<file path="src/rtl/truth_table_sweeper_pkg.sv">
// Truth table sweeper shared types.
// States, code type and settle limits.
package truth_table_sweeper_pkg;

  typedef logic [1:0] state_t;
  typedef logic [2:0] code_t;

  localparam state_t ST_IDLE   = 2'd0;
  localparam state_t ST_APPLY  = 2'd1;
  localparam state_t ST_SAMPLE = 2'd2;
  localparam state_t ST_FINISH = 2'd3;

  localparam int unsigned SETTLE_DEF = 4;
  localparam int unsigned SETTLE_MIN = 2;
  localparam int unsigned SETTLE_MAX = 255;

endpackage

</file>
<file path="src/rtl/truth_table_sweeper_if.sv">
// Sweeper control / gate bus.
// master = controller side, slave = sweeper.
interface truth_table_sweeper_if;
  import truth_table_sweeper_pkg::*;

  logic       start;
  logic       abort;
  logic [7:0] rule;
  code_t      gate_in;
  logic       gate_out;
  logic       busy;
  logic       done;
  logic       pass;
  logic [7:0] observed;
  logic [7:0] mismatch;

  modport master (
    output start, abort, rule, gate_out,
    input  gate_in, busy, done, pass,
    input  observed, mismatch
  );

  modport slave (
    input  start, abort, rule, gate_out,
    output gate_in, busy, done, pass,
    output observed, mismatch
  );

endinterface

</file>
<file path="src/rtl/sync2_ff.sv">
// Two-flop synchronizer for the
// asynchronous gate output.
module sync2_ff (
  input  logic clk,
  input  logic rst_n,
  input  logic d,
  output logic q
);

  logic meta_q;

  // shift d through two flops, clear on reset
  always_ff @(posedge clk or negedge rst_n) begin
    if (!rst_n) begin
      meta_q <= 1'b0;
      q      <= 1'b0;
    end else begin
      meta_q <= d;
      q      <= meta_q;
    end
  end

endmodule

</file>
<file path="src/rtl/truth_table_sweeper.sv">
// Walks a 3-input gate through all codes
// and compares the measured table to a rule.
module truth_table_sweeper
  import truth_table_sweeper_pkg::*;
#(
  parameter int unsigned SETTLE_CYCLES = SETTLE_DEF
) (
  input logic                  clk,
  input logic                  rst_n,
  truth_table_sweeper_if.slave bus
);

  if (SETTLE_CYCLES < SETTLE_MIN ||
      SETTLE_CYCLES > SETTLE_MAX) begin : g_bad_settle
    $error("SETTLE_CYCLES out of range 2..255");
  end

  localparam logic [7:0] SETTLE_LD =
    SETTLE_CYCLES[7:0];

  state_t     state_q, state_d;
  code_t      code_q, code_d;
  logic [7:0] cnt_q, cnt_d;
  logic [7:0] rule_q, rule_d;
  logic [7:0] obs_q, obs_d;
  logic [7:0] mis_q, mis_d;
  logic       pass_q, pass_d;
  logic [7:0] obs_next;
  logic       sync_q;

  logic is_idle, is_apply;
  logic is_sample, is_finish;

  assign is_idle   = (state_q == ST_IDLE);
  assign is_apply  = (state_q == ST_APPLY);
  assign is_sample = (state_q == ST_SAMPLE);
  assign is_finish = (state_q == ST_FINISH);

  sync2_ff u_sync (
    .clk  (clk),
    .rst_n(rst_n),
    .d    (bus.gate_out),
    .q    (sync_q)
  );

  // sweep sequencing and result update
  always_comb begin
    state_d  = state_q;
    code_d   = code_q;
    cnt_d    = cnt_q;
    rule_d   = rule_q;
    obs_d    = obs_q;
    pass_d   = pass_q;
    mis_d    = mis_q;
    obs_next = obs_q;
    obs_next[3'd7 - code_q] = sync_q;
    unique case (1'b1)
      is_idle: begin
        if (bus.start && !bus.abort) begin
          state_d = ST_APPLY;
          rule_d  = bus.rule;
          obs_d   = 8'h00;
          pass_d  = 1'b0;
          mis_d   = 8'h00;
          code_d  = 3'd0;
          cnt_d   = SETTLE_LD;
        end
      end
      is_apply: begin
        if (bus.abort) begin
          state_d = ST_IDLE;
          code_d  = 3'd0;
          cnt_d   = 8'd0;
          obs_d   = 8'h00;
          pass_d  = 1'b0;
          mis_d   = 8'h00;
        end else if (cnt_q == 8'd1) begin
          state_d = ST_SAMPLE;
        end else begin
          cnt_d = cnt_q - 8'd1;
        end
      end
      is_sample: begin
        if (bus.abort) begin
          state_d = ST_IDLE;
          code_d  = 3'd0;
          cnt_d   = 8'd0;
          obs_d   = 8'h00;
          pass_d  = 1'b0;
          mis_d   = 8'h00;
        end else begin
          obs_d  = obs_next;
          code_d = code_q + 3'd1;
          if (code_q == 3'd7) begin
            state_d = ST_FINISH;
            cnt_d   = 8'd0;
            pass_d  = (obs_next == rule_q);
            mis_d   = obs_next ^ rule_q;
          end else begin
            state_d = ST_APPLY;
            cnt_d   = SETTLE_LD;
          end
        end
      end
      is_finish: begin
        state_d = ST_IDLE;
      end
      default: ;
    endcase
  end

  // state registers
  always_ff @(posedge clk or negedge rst_n) begin
    if (!rst_n) begin
      state_q <= ST_IDLE;
      code_q  <= 3'd0;
      cnt_q   <= 8'd0;
      rule_q  <= 8'h00;
      obs_q   <= 8'h00;
      pass_q  <= 1'b0;
      mis_q   <= 8'h00;
    end else begin
      state_q <= state_d;
      code_q  <= code_d;
      cnt_q   <= cnt_d;
      rule_q  <= rule_d;
      obs_q   <= obs_d;
      pass_q  <= pass_d;
      mis_q   <= mis_d;
    end
  end

  assign bus.gate_in  = code_q;
  assign bus.busy     = !is_idle;
  assign bus.done     = is_finish;
  assign bus.pass     = pass_q;
  assign bus.observed = obs_q;
  assign bus.mismatch = mis_q;

endmodule

</file>
<file path="src/flat_wrapper.sv">
// flat-port wrapper written by rule: the top's interface ports become plain ports
module truth_table_sweeper_flat import truth_table_sweeper_pkg::*;
#(
  parameter int unsigned SETTLE_CYCLES = SETTLE_DEF
)
  (clk, rst_n, bus_start, bus_abort, bus_rule, bus_gate_out, bus_gate_in, bus_busy, bus_done, bus_pass, bus_observed, bus_mismatch);
  truth_table_sweeper_if bus_i ();
  input logic clk;
  input logic rst_n;
  input wire logic [$bits(bus_i.start)-1:0] bus_start;
  input wire logic [$bits(bus_i.abort)-1:0] bus_abort;
  input wire logic [$bits(bus_i.rule)-1:0] bus_rule;
  input wire logic [$bits(bus_i.gate_out)-1:0] bus_gate_out;
  output wire logic [$bits(bus_i.gate_in)-1:0] bus_gate_in;
  output wire logic [$bits(bus_i.busy)-1:0] bus_busy;
  output wire logic [$bits(bus_i.done)-1:0] bus_done;
  output wire logic [$bits(bus_i.pass)-1:0] bus_pass;
  output wire logic [$bits(bus_i.observed)-1:0] bus_observed;
  output wire logic [$bits(bus_i.mismatch)-1:0] bus_mismatch;
  assign bus_i.start = bus_start;
  assign bus_i.abort = bus_abort;
  assign bus_i.rule = bus_rule;
  assign bus_i.gate_out = bus_gate_out;
  assign bus_gate_in = bus_i.gate_in;
  assign bus_busy = bus_i.busy;
  assign bus_done = bus_i.done;
  assign bus_pass = bus_i.pass;
  assign bus_observed = bus_i.observed;
  assign bus_mismatch = bus_i.mismatch;
  truth_table_sweeper #(.SETTLE_CYCLES(SETTLE_CYCLES)) u_core (.clk(clk), .rst_n(rst_n), .bus(bus_i));
endmodule
</file>
<file path="config.mk">
export PLATFORM = sky130hd
export DESIGN_NAME = truth_table_sweeper_flat
export DESIGN_NICKNAME = d
export VERILOG_FILES = /design/src/rtl/truth_table_sweeper_pkg.sv /design/src/rtl/truth_table_sweeper_if.sv /design/src/rtl/sync2_ff.sv /design/src/rtl/truth_table_sweeper.sv /design/src/flat_wrapper.sv
export SDC_FILE = /design/constraint.sdc
export NUM_CORES = 1
export LEC_CHECK = 0
export BUFFER_PORTS_ARGS = -buffer_cell sky130_fd_sc_hd__buf_2
export CORE_MARGIN = 4
export CORE_UTILIZATION = 56
export CTS_CLUSTER_SIZE = 16
export DETAILED_ROUTE_END_ITERATION = 16
export PLACE_DENSITY = 0.84
export SLEW_MARGIN = 20
export SYNTH_ARGS = -nofsm -noshare
export SYNTH_HDL_FRONTEND = slang
export SYNTH_SLANG_ARGS = --single-unit
</file>
<file path="constraint.sdc">
create_clock -name clk -period 1.99 [get_ports clk]
set_input_delay 0.0995 -clock clk [delete_from_list [all_inputs] [get_ports clk]]
set_output_delay 0.0995 -clock clk [all_outputs]
set_load 0.005 [all_outputs]
</file>
Word level (Yosys, flattened, before mapping) --
Cells that the tools add are included.
Storage, ports and cells: word-level logic and storage cells 69, bits in registers 40, input bits 13, output and inout bits 22
Cells by class: $lt $le $gt $ge 2, add/sub/neg operators 3, mux-type cells 31, equality and inequality tests 11, bitwise operators 1, reductions and logical operators 12
Operators with widths (number):
- 8-bit two-way mux | 9
- 8-bit one-hot mux with 3 select lines | 3
- 3-bit two-way mux | 4
- 2-bit two-way mux | 5
- 3-bit != test, second input constant | 3
- 3-bit one-hot mux with 3 select lines | 1
- 3-bit AND reduction | 3
- 8-bit bitwise mux | 1
- 8-bit by 1-bit == test with 1-bit output, second input constant | 1
- 8-bit == test | 1
- 2-bit one-hot mux with 4 select lines | 1
- 8-bit by 1-bit subtractor with 8-bit output, second input constant | 1
- 8-bit bitwise XOR | 1
- 1-bit two-way mux | 5
- 2-bit == test, second input constant | 2
- 3-bit by 4-bit < comparator with 1-bit output, second input constant | 1
- 2-bit != test, second input constant | 2
- 4-bit AND reduction | 1
- 4-bit nonzero test | 1
- 3-bit by 1-bit adder with 3-bit output, second input constant | 1
- 1-bit demux with 3-bit select | 1
- 3-bit == test, second input constant | 1
- 3-bit by 1-bit >= comparator with 1-bit output, second input constant | 1
- 1-bit one-hot mux with 3 select lines | 1
- 7 further kinds | 9

Longest topological paths before layout --
word-level depth 10, gate-level depth with buffers 8, gate-level depth less buffers 7

Cells and area by module --
A second synthesis with hierarchy kept.
Second synthesis, totals: cells, all modules 196, area total of the unflattened synthesis 2145.8 µm²
By module, submodules not included:
- truth_table_sweeper | seq. area each 950.9 µm², cells an instance 194, times used 1, area each 2095.8 µm²
- sync2_ff | seq. area each 50.0 µm², cells an instance 2, times used 1, area each 50.0 µm²

Least setup slack after synthesis --
Ideal clock, no wire load.
path type reg2reg, from register u_core.state_q[0], to register u_core.rule_q[0], setup slack 0.307 ns, data required time 1.865 ns, arrival 1.559 ns, buffers on the path 2, stages on the path, launching flop included 8, cells stage by stage dfrtp_1 -> inv_1 -> ha_1 -> buf_2 -> inv_1 -> or2_1 -> clkbuf_1 -> mux2_2
On the way: longest elaborated chain between the ends 2
RTL lines:
- start: declaration | line truth_table_sweeper.sv:21 | state_t state_q, state_d;
- start signal: assignment | line truth_table_sweeper.sv:123 | state_q <= state_d;
- 2-bit zero test | line truth_table_sweeper.sv:34 | assign is_idle = (state_q == ST_IDLE);
- 2-bit AND reduction (no line)
- end signal: assignment | line truth_table_sweeper.sv:126 | rule_q <= rule_d;
- end: declaration | line truth_table_sweeper.sv:24 | logic [7:0] rule_q, rule_d;
No other way between the ends. A chain may end at the register's enable or synchronous reset.

Worst setup path after layout --
from register u_core.state_q[1], to register u_core.pass_q, in the netlist u_core.bus.pass
On the way: longest elaborated chain between the ends 3, elaborated cells on any way between the ends 9, classes of those cells eq/ne (5); mux (1); reduce/logical (3)
RTL lines:
- 2-bit == test (tied with other cells) | line truth_table_sweeper.sv:36 | assign is_sample = (state_q == ST_SAMPLE);
- 3-bit != test (no line) (tied with other cells)
- 4-bit AND reduction (no line)
- end signal: assignment | line truth_table_sweeper.sv:128 | pass_q <= pass_d;
- end: declaration | line truth_table_sweeper.sv:27 | logic pass_q, pass_d;
Parallel ways exist; a longest one is shown, timed or not.

==> impl_metrics.json <==
{
  "grt_pass1_wl_mm": 8.031,
  "grtUsageTotal_pct": 20.72,
  "finalSetupViolCount": 0,
  "synth_area_leaders": "dfrtp_1, ha_1, o21ai_0",
  "max_stage_delay_ps": 400,
  "viasPerCell": 5.660,
  "rsz0062_at_grt": "no",
  "slew_viol_final": 0,
  "synth_top_area_cell": "dfrtp_1",
  "rows": 22,
  "run_status": "completed",
  "syn_area_per_cell_um2": 10.64,
  "drv_cap": 0,
  "fmax_mhz": 531.1,
  "grt_overflow": 0,
  "drt_iter0_drc": 127,
  "multi_input_area_um2": 1069,
  "cts_tree": "built",
  "grt_pass1_vias": 1683,
  "path_buf_inv": 1,
  "end_kind": "register",
  "slowest_stage": "dfrtp_1",
  "hpwlAfterDp_mm": 3.331,
  "fin_skew_ps": 6.904,
  "tightest_slew_ps": 522.4,
  "syn_area_um2": 2160,
  "cts_made_buffers": 5,
  "hold_start": "bus_rule[4]",
  "diodes": 0,
  "wl_mm": 4.718,
  "vias": 1664,
  "synth_ff_type": "dfrtp_1",
  "dr.pass1.iters": 4,
  "clk_path_buf_depth": 2,
  "die_w_um": 70.10,
  "ys_ff_latch": 40,
  "period_minus_slack_ps": 1883,
  "power_density_nw_per_um2": 1031,
  "hold_viol_final": 0,
  "fin_ws_ps": 107.2,
  "hold_class": "primary input to register",
  "seq_area_um2": 1001,
  "cp-start-kind": "register",
  "finalCritPeriodShare_pct": 94.61,
  "synthArstFlopShare_pct": 100.0,
  "cellLeakagePower_nw": 1.302,
  "post_cts_buffers": 0,
  "yosysMostFrequentCell": "dfrtp_1",
  "pre_cts_slack_ps": 130.5,
  "layout-drive-gt1-share_pct": 29.27,
  "initial_core_util_pct": 58.55,
  "place_congestion": 0.8009,
  "crit_family": "compound AO/OA/AOI/OAI gates",
  "grt_start_max_net_pins": 22,
  "hold_end": "u_core.rule_q[4]",
  "maxSlewHeadroom_pct": 65.18,
  "io_buffers": 34,
  "clk-insertion-delay-late_ps": 300,
  "clkTransAtPathRegs_ps": 80,
  "r2r_start": "u_core.state_q[1]",
  "ant_nets": 0,
  "fill_cells": 296,
  "syn_to_final_growth_pct": 17.55,
  "worstPathRequired_ps": 2190,
  "critPathArrivalTime_ps": 2080,
  "worst-r2r-setup-slack_ps": 110,
  "io_pins": 35,
  "ctsHtreeMaxLevel": 2,
  "post_drt_wl_per_cell_um": 16.05,
  "ys_top_cells_by_count": "dfrtp_1, nand2_1, o21ai_0",
  "cp_max_fo": 9,
  "crit_chain": "inv_1 -> ha_1 -> nor2b_2 -> a211oi_4 -> o21ai_2 -> and2_0 -> a41o_1",
  "die_h_um": 70.10,
  "reg2reg_depth": 7,
  "fin_setup_tns_ps": 0,
  "ys_warn_count": 0,
  "clock_sinks": 40,
  "drc": 0,
  "worst-setup-path-type": "register to register",
  "vdd_ir_drop_max_mv": 0.6715,
  "dieArea_um2": 4914,
  "cts-root-buf": "clkbuf_8",
  "min_path_cells": 2,
  "synth_edf_count": 0,
  "synth_top_area_share_pct": 46.35,
  "core_um2": 3689,
  "fin_nets": 266,
  "antenna_found_initial": 0,
  "synth_nets": 224,
  "synth_cell_type_count": 41,
  "synth_seq_area_share_pct": 46.35,
  "synth_cells": 203,
  "r2r-end": "u_core.bus.pass"
}
-- metrics by stage --
step / instance area, um2 / hold slack, ps / util, % / std cells / power [mW]
finish: 2539 / 25.04 / 68.83 / 294 / 2.616
CTS: 2531 / 25.89 / 68.62 / 294 / 2.615
floorplan: 2160 / -196.1 / - / 203 / 1.659
global route: 2539 / 16.98 / 68.83 / 294 / 2.778
detailed placement: 2390 / 79.55 / 64.79 / 284 / 1.902
global placement: 2390 / 84.14 / 64.79 / 284 / 1.866
-- layout by cell type (no fill, tap or decap), types with 3 or more instances in the layout --
cell type	Yosys	final
inv_1	10	10
o21ai_0	17	17
nand2b_1	3	3
a22o_1	7	7
mux2_2	7	7
nand2_1	21	21
nand4_1	4	4
clkbuf_8	0	6
nand3_1	6	5
nor3b_2	3	3
a21oi_1	8	8
mux2i_1	8	8
xnor2_1	7	7
nor2_1	7	7
buf_2	3	34
o22ai_1	4	4
ha_1	8	8
buf_4	0	8
o31ai_1	4	4
dfrtp_1	40	40
-- cell families after synthesis --
group           Yosys count  share of synthesized area (%)
compound gates           51                          15.87
flops                    40                          46.35
mux                      16                          7.880
simple gates             60                          17.09
fa+ha+maj                 8                          4.635
xor+xnor                  9                          3.650
buf+inv                  19                          4.519
-- report_power, final --
part	switching [mW]	internal (mW)	total, mW
sequential	0.120	0.945	1.06
combinational	0.482	0.364	0.846
clock	0.295	0.410	0.705
total	0.897	1.72	2.62
-- state kept, by name, summed over array words and instances, names as in the netlist --
name / cells
u_core.state_q: 2
u_core.bus.mismatch: 8
u_core.bus.pass: 1
u_core.u_sync.meta_q: 1
u_core.cnt_q: 8
u_core.rule_q: 8
u_core.u_sync.q: 1
u_core.bus.observed: 8
u_core.bus.gate_in: 3
-- final cells by class --
type                            instances  share of cell area [%]
Clock inverter                          2                   1.528
Inverter                               10                   1.479
Multi-Input combinational cell        144                   42.09
Timing Repair Buffer                   44                   9.857
Sequential cell                        40                   39.43
Tap cell                               48                   2.366
Clock buffer                            6                   3.253
-- what timing repair did --
item                                    4_1_cts  5_1_grt
resized for setup                             0        2
hold buffers                                  2        0
hold endpoints to repair                     20        0
endpoints found under the setup margin        0        4
-- how the worst max path moves through the flow --
stage,startpoint,endpoint,slack [ps],cells past startpoint
after global routing,u_core.bus.gate_in[0],u_core.bus.pass,6,5
final,u_core.state_q[1],u_core.bus.pass,110,7
after detailed placement,u_core.state_q[1],u_core.bus.observed[7],130,6
after CTS,u_core.state_q[1],u_core.cnt_q[6],60,5
after floorplan,u_core.state_q[0],u_core.rule_q[0],310,7
after global placement,u_core.bus.gate_in[0],u_core.bus.pass,190,5
-- routing by layer --
metal	wire length, um	part of all wire, %	GRT usage (%)
met4	53	1.1	5.532
met5	0	0	0
met2	2284	48	34.73
met1	2167	46	26.47
met3	213	4.5	5.468
Note: power is estimated with default switching activity, not from simulation.
